[config.mk]
export PLATFORM = sky130hd
export DESIGN_NAME = dsp_sequencer
export DESIGN_NICKNAME = d
export VERILOG_FILES = /design/src/rtl/dsp_sequencer.sv
export SDC_FILE = /design/constraint.sdc
export NUM_CORES = 1
export LEC_CHECK = 0
export CORE_MARGIN = 10
export CORE_UTILIZATION = 45
export CTS_CLUSTER_SIZE = 30
export DETAILED_ROUTE_END_ITERATION = 8
export PLACE_DENSITY = 0.8
export SLEW_MARGIN = 20
export SYNTH_ARGS = -nofsm -noshare
export SYNTH_HDL_FRONTEND = slang
export SYNTH_SLANG_ARGS = --single-unit
[constraint.sdc]
create_clock -name clk -period 7.25 [get_ports clk]
set_input_delay 1.45 -clock clk [delete_from_list [all_inputs] [get_ports clk]]
set_output_delay 1.45 -clock clk [all_outputs]
set_load 0.02 [all_outputs]
[src/rtl/dsp_sequencer.sv]
// Frame sequencer for the DSP core: issues prog_len instructions from imem each
// frame, drains the core pipeline, pulses done, and tracks overruns and busy time.
module dsp_sequencer #(
   parameter int INSTR_WIDTH     = 26,
   parameter int PROG_ADDR_WIDTH = 10,
   parameter int PIPE_DEPTH      = 4
) (
   input  logic                         clk,
   input  logic                         reset_n,
   input  logic                         frame_start,
   input  logic                         enable,
   input  logic [PROG_ADDR_WIDTH-1:0]   prog_len,
   input  logic                         overrun_clr,
   output logic [PROG_ADDR_WIDTH-1:0]   imem_rd_addr,
   input  logic [INSTR_WIDTH-1:0]       imem_rd_data,
   output logic [INSTR_WIDTH-1:0]       instruction,
   output logic                         busy,
   output logic                         done,
   output logic                         overrun,
   output logic [PROG_ADDR_WIDTH+3:0]   frame_cycles
);

   localparam int CW = PROG_ADDR_WIDTH + 4;
   localparam int DW = $clog2(PIPE_DEPTH + 2);

   typedef enum logic [1:0] {S_IDLE, S_RUN, S_DRAIN, S_DONE} state_e;

   state_e                     state_q, state_d;
   logic [PROG_ADDR_WIDTH-1:0] addr_q, addr_d;
   logic [PROG_ADDR_WIDTH-1:0] len_q, len_d;
   logic [DW-1:0]              drain_q, drain_d;
   logic [CW-1:0]              cnt_q, cnt_d;
   logic [CW-1:0]              fcyc_q, fcyc_d;
   logic                       ovr_q, ovr_d;
   logic                       was_run_q;
   logic                       busy_c;

   assign busy_c = (state_q == S_RUN) || (state_q == S_DRAIN);

   always_comb begin
      state_d = state_q;
      addr_d  = addr_q;
      len_d   = len_q;
      drain_d = drain_q;
      cnt_d   = cnt_q;
      fcyc_d  = fcyc_q;
      ovr_d   = ovr_q;

      // Saturating busy-cycle count; cleared again on the next RUN entry.
      if (busy_c && (cnt_q != {CW{1'b1}}))
         cnt_d = cnt_q + CW'(1);

      case (state_q)
         S_IDLE: begin
            if (frame_start && enable) begin
               if (prog_len != '0) begin
                  state_d = S_RUN;
                  len_d   = prog_len;
                  addr_d  = '0;
                  cnt_d   = '0;
               end else begin
                  state_d = S_DONE;
                  fcyc_d  = '0;
               end
            end
         end
         S_RUN: begin
            if (addr_q == len_q - PROG_ADDR_WIDTH'(1)) begin
               state_d = S_DRAIN;
               addr_d  = '0;
               drain_d = '0;
            end else begin
               addr_d = addr_q + PROG_ADDR_WIDTH'(1);
            end
         end
         S_DRAIN: begin
            if (drain_q == DW'(PIPE_DEPTH)) begin
               state_d = S_DONE;
               fcyc_d  = cnt_d;
            end else begin
               drain_d = drain_q + DW'(1);
            end
         end
         default: state_d = S_IDLE;
      endcase

      // A late frame_start outranks a same-cycle clear.
      if (overrun_clr)
         ovr_d = 1'b0;
      if (frame_start && (busy_c || (state_q == S_DONE)))
         ovr_d = 1'b1;
   end

   always_ff @(posedge clk or negedge reset_n) begin
      if (!reset_n) begin
         state_q   <= S_IDLE;
         addr_q    <= '0;
         len_q     <= '0;
         drain_q   <= '0;
         cnt_q     <= '0;
         fcyc_q    <= '0;
         ovr_q     <= 1'b0;
         was_run_q <= 1'b0;
      end else begin
         state_q   <= state_d;
         addr_q    <= addr_d;
         len_q     <= len_d;
         drain_q   <= drain_d;
         cnt_q     <= cnt_d;
         fcyc_q    <= fcyc_d;
         ovr_q     <= ovr_d;
         was_run_q <= (state_q == S_RUN);
      end
   end

   // imem has one cycle of read latency, so the fetch from the previous RUN
   // cycle is what reaches the core; every other slot is a NOP.
   assign imem_rd_addr = (state_q == S_RUN) ? addr_q : '0;
   assign instruction  = was_run_q ? imem_rd_data : '0;
   assign busy         = busy_c;
   assign done         = (state_q == S_DONE);
   assign overrun      = ovr_q;
   assign frame_cycles = fcyc_q;

endmodule

==> run summary <==
Status - complete, no violations
Worst EP required - 5.80 ns
Yosys warns - 0
Pre-antenna DRT Iters - 4
Setup CP Type - input pin to primary output
Vias in the first global route - 2750
Final Non-Filler Cells - 536
Clk buf depth - 2
Clk_skew - 0.00912 ns
Cells along the critical path - clkdlybuf4s50_1 -> and2_1 -> clkdlybuf4s50_1
Synthesized area per cell - 8.99 um^2
Initial Utilization - 0.463
Post-DP HPWL - 6.35 mm
Antenna Nets Post-Route - 0
Sequential fraction of the synthesis area - 0.435
Die W - 104 um
Final setup fails - 0
Largest family of logic cells by synthesized area - simple AND/OR/NAND/NOR gates
Cell mode on critical path - clkdlybuf4s50_1
Pin count of the biggest net entering global routing - 56
Post-synth ARST share - 1.00
Power share of the combinational group - 0.530
Crit. End Element - primary output
Max incr delay on CP - 0.60 ns
Post-synthesis cell count - 352
Post-synthesis adder-cell area fraction - 0.0396
Arr. time, crit path - 2.67 ns
Switch Pwr - 0.647 mW
Seq pwr share - 0.356
Antenna violations before repair - 0
# Post-CTS Setup Buffers - 0
Synth Area in XOR/XNOR - 0.0748
Clock tree from TritonCTS - done
Setup total negative slack - 0 ns
Max transition margin - 0.331
Syn_nets - 403
Hold_buf cts - 0
Synth Register Bits - 55
Slew Viols, Final - 0
Crit path launch type - input pin
Cell Area, Synth - 3160 um^2
Max-cap viol count - 0
Ranking of synthesized cells by area - dfrtp_1 (44%), and2_1 (6.9%), nand2_1 (5.0%)
Synthesis-to-finish area growth - 34.7%
Power share of the clock group - 0.114
Critical path's slowest cell - clkdlybuf4s50_1
Clock root cell - clkbuf_8
Yosys top cell by area - dfrtp_1
Synth Area in Simple Gates - 0.271
Synth Area in Compound Gates - 0.107
Layout Nets - 490
Commonest non-fill, non-tap cell in the layout - clkdlybuf4s50_1
DRT iter0 DRCs - 140
Inst Count DP - 528
Port Buf Inserts - 93
VDD IR-drop max - 209 uV
EDFF count, synth - 0
Yosys cell types - 47
Worst-path maximum fanout - 1
Cts repair resizes - 0
DRT Wirelength - 8.09 mm
Total Routing Usage GR - 0.151
P_int - 0.832 mW
P per Cell Area - 347 nW/um^2
Commonest non-fill, non-tap cells in the layout - clkdlybuf4s50_1 (92), dfrtp_1 (55), nand2_1 (42)
Fin crit period - 4.12 ns
Antenna cells - 0
Die area - 10800 um^2
Routed via count - 2806
Mux cell area share after synthesis - 0.0316
Core Footprint - 6830 um^2
I/O pin count - 94
Final hold vios - 0
# H-tree levels - 2
RSZ-0062 raised after global routing - false
Period utilization - 0.568
Fraction of layout cells with a size suffix above 1 - 0.0568
Clk slew on worst S/H paths - 0.10 ns
Top cell type's share of synthesized area - 0.435
Vias/cell - 5.24
TritonCTS Buffers - 5
Sw Share - 0.437
Routability congestion estimate - 0.858
Row count - 30
HP Class - flip-flop to flip-flop
Fmax - 243 MHz
Drt wl/cell - 15.1 um
DRC - 0
First-pass GRT wire length - 13.9 mm
Global route overflow - 0
Post-synth top flop - dfrtp_1
Leak pwr - 1.77 nW
Worst slew pin tran - 0.997 ns
Worst skew pair latency - 0.31 ns
Clock sink total - 55
Overall die height - 104 um
[Yosys cell counts, drive strengths merged, types with 2 or more instances]
cell type / instances
nand2b: 2
nor2b: 2
nand3b: 2
dfrtp: 55
o22ai: 2
nand2: 42
nand4: 8
nor3: 6
mux2: 8
a21oi: 6
and2: 35
nand3: 18
and3: 2
xor2: 15
nor2: 30
a22o: 4
clkbuf: 14
xnor2: 12
or3: 2
inv: 15
nor3b: 2
ha: 10
nor4: 8
o21ai: 31
buf: 3
[worst paths after layout]
| check | depth (start not counted) | start | to | slack, ns |
|---|---|---|---|---|
| worst max-delay path | 3 | imem_rd_data[23] | instruction[23] | 3.13 |
| worst min-delay path | 2 | frame_cycles[12] | frame_cycles[12] | 0.49 |
| worst max register to register | 10 | len_q[0] | addr_q[8] | 4.43 |
| worst min register to register | 2 | frame_cycles[12] | frame_cycles[12] | 0.49 |
| max in group asynchronous | 2 | reset_n | frame_cycles[13] | 5.55 |
| min in group asynchronous | 2 | reset_n | len_q[2] | 1.25 |
[cell type report]
type                    instances  area [um^2]
clock inverters                 3         20.0
repair buffers                 97          956
multi-input cells             265         1660
flip-flops and latches         55         1380
fillers                       592         2570
well taps                      96          120
clock buffers                   5         68.8
inverters                      15         56.3
[worst max-delay path: cells and delay by family]
| kind | cells | cell delay [ns] |
|---|---|---|
| buf+inv | 2 | 1.09 |
| simple gates | 1 | 0.13 |
[sequential cells by signal, summed over array words and instances, names as in the netlist]
signal        count
state_q           2
frame_cycles     14
len_q            10
addr_q           10
was_run_q         1
overrun           1
drain_q           3
cnt_q            14
[logic make-up after synthesis]
family                     after synthesis
buffers and inverters                   32
adders and majority gates               10
DFF                                     55
AOI/OAI and AO/OA                       55
and+or+nand+nor                        164
xor gates and xnor gates                27
muxes                                    9
[power by group through the flow]
stage	combinational (mW)	sequential [mW]	clock, mW
2_1_floorplan	0.484	0.537	0
3_3_place_gp	0.768	0.523	0
3_5_place_dp	0.789	0.531	0
4_1_cts	0.793	0.525	0.175
5_1_grt	0.864	0.544	0.187
6_report	0.783	0.526	0.169
[metrics by stage]
| step | instance area, um^2 | util | setup slack [ns] | hold slack (ns) | power (mW) |
|---|---|---|---|---|---|
| after floorplan | 3160 | - | 4.13 | 0.501 | 1.02 |
| after detailed placement | 4170 | 0.610 | 3.11 | 0.470 | 1.32 |
| after global placement | 4170 | 0.610 | 3.11 | 0.466 | 1.29 |
| after CTS | 4260 | 0.623 | 3.10 | 0.491 | 1.49 |
| final | 4260 | 0.623 | 3.13 | 0.488 | 1.48 |
| after global routing | 4260 | 0.623 | 3.08 | 0.519 | 1.59 |
[metal layers]
| metal | track usage | share of wire | vias to the layer above | wire length [um] |
|---|---|---|---|---|
| li1 | - | - | 1380 | - |
| met1 | 0.193 | 0.47 | 1311 | 3770 |
| met2 | 0.246 | 0.46 | 102 | 3730 |
| met3 | 0.0341 | 0.050 | 13 | 408 |
| met4 | 0.0517 | 0.022 | 0 | 176 |
| met5 | 0 | 0 | - | 0 |
Note: power is estimated with default switching activity, not from simulation.
